## src/rtl/mem_arbiter.sv

```systemverilog
// mem_arbiter: two-port round-robin arbiter in front of a single-port byte memory.
//
// Only one access can reach the memory per cycle. The grant decision is
// combinational. The memory strobes, address, data and the read-return tag are
// registered. A port may lock ownership for a burst. MAX_BURST limits how many
// locked grants in a row the owner receives while the other port is waiting.
//
// Ports:
//   clk, rst_n              clock and synchronous active-low reset
//   pN_req/lock/we/addr/wdata  request fields from master N; they are held
//                           stable until pN_ack is high
//   pN_ack                  combinational accept, high in the grant cycle
//   pN_rdata, pN_rvalid     read return; rvalid is a one-cycle pulse
//   mem_read, mem_write     registered one-cycle strobes to memory
//   mem_addr, mem_wdata     registered address and write data
//   mem_rdata               memory read data, valid the cycle after mem_read
//   owner                   the port currently granted, or the last one granted
module mem_arbiter #(
  parameter int ADDR_W    = 16,
  parameter int MAX_BURST = 16
) (
  input  logic              clk,
  input  logic              rst_n,
  input  logic              p0_req,
  input  logic              p0_lock,
  input  logic              p0_we,
  input  logic [ADDR_W-1:0] p0_addr,
  input  logic [7:0]        p0_wdata,
  output logic              p0_ack,
  output logic [7:0]        p0_rdata,
  output logic              p0_rvalid,
  input  logic              p1_req,
  input  logic              p1_lock,
  input  logic              p1_we,
  input  logic [ADDR_W-1:0] p1_addr,
  input  logic [7:0]        p1_wdata,
  output logic              p1_ack,
  output logic [7:0]        p1_rdata,
  output logic              p1_rvalid,
  output logic              mem_read,
  output logic              mem_write,
  output logic [ADDR_W-1:0] mem_addr,
  output logic [7:0]        mem_wdata,
  input  logic [7:0]        mem_rdata,
  output logic              owner
);

  typedef enum logic {
    UNLOCKED = 1'b0,
    LOCKED   = 1'b1
  } burst_state_t;

  localparam logic [7:0] CAP = 8'(MAX_BURST);

  burst_state_t      state_reg, state_next;
  logic [7:0]        burst_cnt_reg, burst_cnt_next;
  logic              owner_reg, owner_next;
  logic              mem_read_reg, mem_read_next;
  logic              mem_write_reg, mem_write_next;
  logic [ADDR_W-1:0] mem_addr_reg, mem_addr_next;
  logic [7:0]        mem_wdata_reg, mem_wdata_next;
  // Records which port issued the access now on the memory strobes. Together
  // with mem_read, it steers the returning byte to the correct port.
  logic              issue_tag_reg, issue_tag_next;
  logic              p0_rvalid_reg, p1_rvalid_reg;

  logic              grant_valid;
  logic              grant_port;
  logic              owner_req, other_req, cap_hit;
  logic              sel_lock, sel_we;
  logic [ADDR_W-1:0] sel_addr;
  logic [7:0]        sel_wdata;

  // Registers. The read-return pipeline also clears on reset, so a read that
  // was in flight at reset never produces an rvalid.
  always_ff @(posedge clk) begin
    if (!rst_n) begin
      state_reg     <= UNLOCKED;
      burst_cnt_reg <= 8'd0;
      owner_reg     <= 1'b1;   // port 0 wins the first contention
      mem_read_reg  <= 1'b0;
      mem_write_reg <= 1'b0;
      mem_addr_reg  <= '0;
      mem_wdata_reg <= 8'd0;
      issue_tag_reg <= 1'b0;
      p0_rvalid_reg <= 1'b0;
      p1_rvalid_reg <= 1'b0;
    end else begin
      state_reg     <= state_next;
      burst_cnt_reg <= burst_cnt_next;
      owner_reg     <= owner_next;
      mem_read_reg  <= mem_read_next;
      mem_write_reg <= mem_write_next;
      mem_addr_reg  <= mem_addr_next;
      mem_wdata_reg <= mem_wdata_next;
      issue_tag_reg <= issue_tag_next;
      p0_rvalid_reg <= mem_read_reg & ~issue_tag_reg;
      p1_rvalid_reg <= mem_read_reg &  issue_tag_reg;
    end
  end

  // Arbitration and burst next-state logic.
  always_comb begin
    owner_req = owner_reg ? p1_req : p0_req;
    other_req = owner_reg ? p0_req : p1_req;
    // The owner loses its lock only when it has used its full allowance and
    // the other port is actually waiting.
    cap_hit   = (burst_cnt_reg == CAP) && other_req;

    grant_valid = 1'b0;
    grant_port  = owner_reg;
    if (state_reg == LOCKED && owner_req && !cap_hit) begin
      grant_valid = 1'b1;
      grant_port  = owner_reg;
    end else if (p0_req ^ p1_req) begin
      grant_valid = 1'b1;
      grant_port  = p1_req;
    end else if (p0_req && p1_req) begin
      grant_valid = 1'b1;
      grant_port  = ~owner_reg;
    end

    sel_lock  = grant_port ? p1_lock  : p0_lock;
    sel_we    = grant_port ? p1_we    : p0_we;
    sel_addr  = grant_port ? p1_addr  : p0_addr;
    sel_wdata = grant_port ? p1_wdata : p0_wdata;

    state_next     = state_reg;
    burst_cnt_next = burst_cnt_reg;
    owner_next     = owner_reg;
    mem_read_next  = 1'b0;
    mem_write_next = 1'b0;
    mem_addr_next  = mem_addr_reg;
    mem_wdata_next = mem_wdata_reg;
    issue_tag_next = issue_tag_reg;

    if (grant_valid) begin
      mem_addr_next  = sel_addr;
      mem_wdata_next = sel_wdata;
      mem_write_next = sel_we;
      mem_read_next  = ~sel_we;
      owner_next     = grant_port;
      issue_tag_next = grant_port;
      if (sel_lock) begin
        state_next = LOCKED;
        if (grant_port != owner_reg)
          burst_cnt_next = 8'd1;
        else if (burst_cnt_reg >= CAP)
          burst_cnt_next = CAP;
        else
          burst_cnt_next = burst_cnt_reg + 8'd1;
      end else begin
        state_next     = UNLOCKED;
        burst_cnt_next = 8'd0;
      end
    end
  end

  assign p0_ack    = rst_n & grant_valid & ~grant_port;
  assign p1_ack    = rst_n & grant_valid &  grant_port;
  assign p0_rdata  = mem_rdata;
  assign p1_rdata  = mem_rdata;
  assign p0_rvalid = p0_rvalid_reg;
  assign p1_rvalid = p1_rvalid_reg;
  assign mem_read  = mem_read_reg;
  assign mem_write = mem_write_reg;
  assign mem_addr  = mem_addr_reg;
  assign mem_wdata = mem_wdata_reg;
  assign owner     = owner_reg;

endmodule

```

## config.mk

```make
export PLATFORM = sky130hd
export DESIGN_NAME = mem_arbiter
export DESIGN_NICKNAME = d
export VERILOG_FILES = /design/src/rtl/mem_arbiter.sv
export SDC_FILE = /design/constraint.sdc
export NUM_CORES = 1
export LEC_CHECK = 0
export ABC_AREA = 1
export BUFFER_PORTS_ARGS = -buffer_cell sky130_fd_sc_hd__buf_2
export CORE_MARGIN = 4
export CORE_UTILIZATION = 43
export CTS_CLUSTER_DIAMETER = 100
export DETAILED_ROUTE_END_ITERATION = 6
export PLACE_DENSITY = 0.89
export SLEW_MARGIN = 0
export SYNTH_ARGS = -nofsm -noshare
export SYNTH_HDL_FRONTEND = slang
export SYNTH_SLANG_ARGS = --single-unit
```

## constraint.sdc

```tcl
create_clock -name clk -period 2 [get_ports clk]
set_clock_uncertainty 0.15 [all_clocks]
set_input_delay 0.2 -clock clk [delete_from_list [all_inputs] [get_ports clk]]
set_output_delay 0.2 -clock clk [all_outputs]
set_load 0.01 [all_outputs]
```

==> qor.txt <==
Outcome = finished clean
Pre-Repair DR Iteration Count = 4
Slew headroom = 68.6%
Mapped Area = 0.00185 mm²
Hold endpoint = owner$_SDFFE_PN1N_
Count of cell types in the netlist = 23
NumNets Final = 444
Ranking of synthesized cells by area = dfxtp_1, nand2_1, nand3_1, buf_4, nor2_1
# setup viols final = 0
VDD IR-drop max = 441 µV
Final wirelength = 5.85 mm
Number of global-route vias before repair = 2046
Reg clk slew, reported paths = 0.07 ns
Setup ws final = 0.0656 ns
CTS Buffer Depth = 2
Non-filler cells, final = 429
Syn_area_per_cell = 7.12 µm²
Overall routing resource usage = 21.4%
Startpoint types = flop
GR Overflow Total = 0
Worst Setup End Kind = output pin
Share of the synthesized area in the top cell type = 42.2%
Synthesized flop and latch total = 39
Yosys warning total = 0
Cells after Synth = 260
Reg-to-reg critical path endpoint = mem_addr[14]$_SDFFE_PN0N_
Avg WL per Cell = 13.6 µm
R2R depth = 13
Chip height = 73.6 µm
Pre-CTS WS = 0.209 ns
Worst reg2reg path startpoint = burst_cnt_reg[0]$_SDFFE_PN0N_
Worst Min Path Start = rst_n
Worst Path Required = 1.65 ns
Finished Core Util = 68.8%
Worst Max-Slew Pin Slew = 0.466 ns
Via Count = 2101
ANT cells = 0
Leakage = 1.43 nW
I/O Buffers = 86
Initial antenna violation count = 0
TritonCTS clock tree = yes
Clk Latency, worst-skew pair = 0.29 ns
Max reg flops = 16
Largest net degree at the start of global routing = 22
Fin crit period = 1.93 ns
Row count = 23
Vias/cell = 4.90
Worst hold stages = 2
Core area = 0.00409 mm²
Fmax = 517 MHz
Arrival @ worst endpoint = 1.58 ns
Die width = 73.6 µm
Share of layout cells above drive strength 1 = 34.3%
First-pass GRT wire length = 8.94 mm
Initial Utilization = 45.3%
Post-synthesis sequential area ratio = 42.2%
Hold Crit Class = in -> reg
DRC Markers = 0
Clock Root Buffer = clkbuf_8
Synthesized net count = 326
H-tree levels = 2
Io pins = 111
Die Area = 0.00542 mm²
R2R Setup Slk = 0.13 ns
Final hold vios = 0
GPL Wtd Cong = 0.891
Clk sink count = 39
Max cap viols = 0
Antenna Violating Nets Remaining = 0
P per Cell Area = 730 mW/mm²
Pwr Total = 2.05 mW
Fin. max-slew vios = 0
CTS Buf Count = 5
DP Cell Count = 377
DRT iter0 DRCs = 125
Post-synth top area cell = dfxtp_1
HPWL Detailed = 3.40 mm
Final worst-path cycle share = 96.7%
Layout area overhead = 51.9%
Critical-path maximum fanout = 4
Kind of critical path = reg -> out
-- placed cells by master, fill, tap and decap left out, types with 2 or more instances in the layout --
cell	Yosys	routed
o21ai_0	3	3
nor2_1	16	14
nand2_4	1	4
clkbuf_8	0	6
nand2_2	6	4
nor2_4	2	2
dfxtp_1	39	36
dlygate4sd3_1	0	40
o21ai_1	5	5
buf_2	3	84
nand3_1	32	30
buf_6	5	2
a21oi_1	2	2
dfxtp_2	0	3
inv_1	14	12
buf_4	16	8
nand3_2	1	3
nor3_1	2	2
nor2_2	3	5
inv_2	2	4
nand2_1	102	101
-- layer usage --
| metal | GRT usage (%) | up-vias | share of wire [%] |
|---|---|---|---|
| li1 | - | 1030 | - |
| met5 | 0 | - | 0 |
| met1 | 22.6 | 941 | 35 |
| met4 | 9.86 | 0 | 3.4 |
| met3 | 6.84 | 20 | 9.0 |
| met2 | 38.4 | 110 | 53 |
-- kinds of logic after synthesis --
| kind of cell | share of synthesized area, % |
|---|---|
| AOI/OAI and AO/OA | 3.18 |
| DFF | 42.2 |
| adders and majority gates | 1.35 |
| buffers and inverters | 13.6 |
| and+or+nand+nor | 39.2 |
| xor gates and xnor gates | 0.473 |
-- timing repair --
item                       CTS  global route
buffers inserted             1             3
resized for setup            2            14
setup endpoints to repair    1             2
hold buffers                40             0
pin swaps                    1             6
hold endpoints to repair    20             0
-- where the power goes --
group          internal (mW)  switching, mW  leakage [nW]
combinational          0.232          0.251          1.05
clock                  0.403          0.271        0.0612
sequential             0.852         0.0434         0.322
-- worst max path at each step --
stage	startpoint	to	slack, ns	cells past startpoint
after floorplan	burst_cnt_reg[0]$_SDFFE_PN0N_	mem_read$_SDFF_PN0_	0.40	11
after global placement	burst_cnt_reg[0]$_SDFFE_PN0N_	p0_ack	0.28	9
after detailed placement	burst_cnt_reg[0]$_SDFFE_PN0N_	mem_addr[9]$_SDFFE_PN0N_	0.21	12
after CTS	burst_cnt_reg[0]$_SDFFE_PN0N_	p1_ack	-0.004	10
after global routing	burst_cnt_reg[0]$_SDFFE_PN0N_	p1_ack	-0.005	10
final	burst_cnt_reg[0]$_SDFFE_PN0N_	p1_ack	0.07	10
-- per-stage QoR --
step	setup TNS (ns)	hold slack, ns	cell area (µm²)
floorplan	0	0.119	1850
global placement	0	0.247	2200
detailed placement	0	0.250	2200
CTS	-0.00373	0.00519	2740
global route	-0.00475	-0.00266	2810
finish	0	0.00872	2810
-- worst max-delay path, stage by stage, from the launching register on --
cell and delay, ns:
dfxtp_2 0.34, inv_2 0.07, ha_4 0.13, nand2_2 0.05
nor2_2 0.10, nand3_2 0.14, nand2_4 0.13, nand2_4 0.06
nand2_4 0.11, nor2_4 0.05, buf_6 0.12
-- Yosys cell counts, drive strengths merged --
library cell	count
a21oi	2
and2	1
buf	24
dfxtp	39
ha	2
inv	16
nand2	109
nand3	33
nor2	21
nor3	2
nor4	1
o21ai	9
xor2	1
-- final cells by class --
cell class              count  area (µm²)
clock buffers               6        82.6
inverters                  16        60.1
multi-input cells         181         863
fillers                   305        1270
well taps                  50        62.6
clock inverters             2        35.0
repair buffers            135         923
flip-flops and latches     39         785
(Power assumes the default switching activity.)
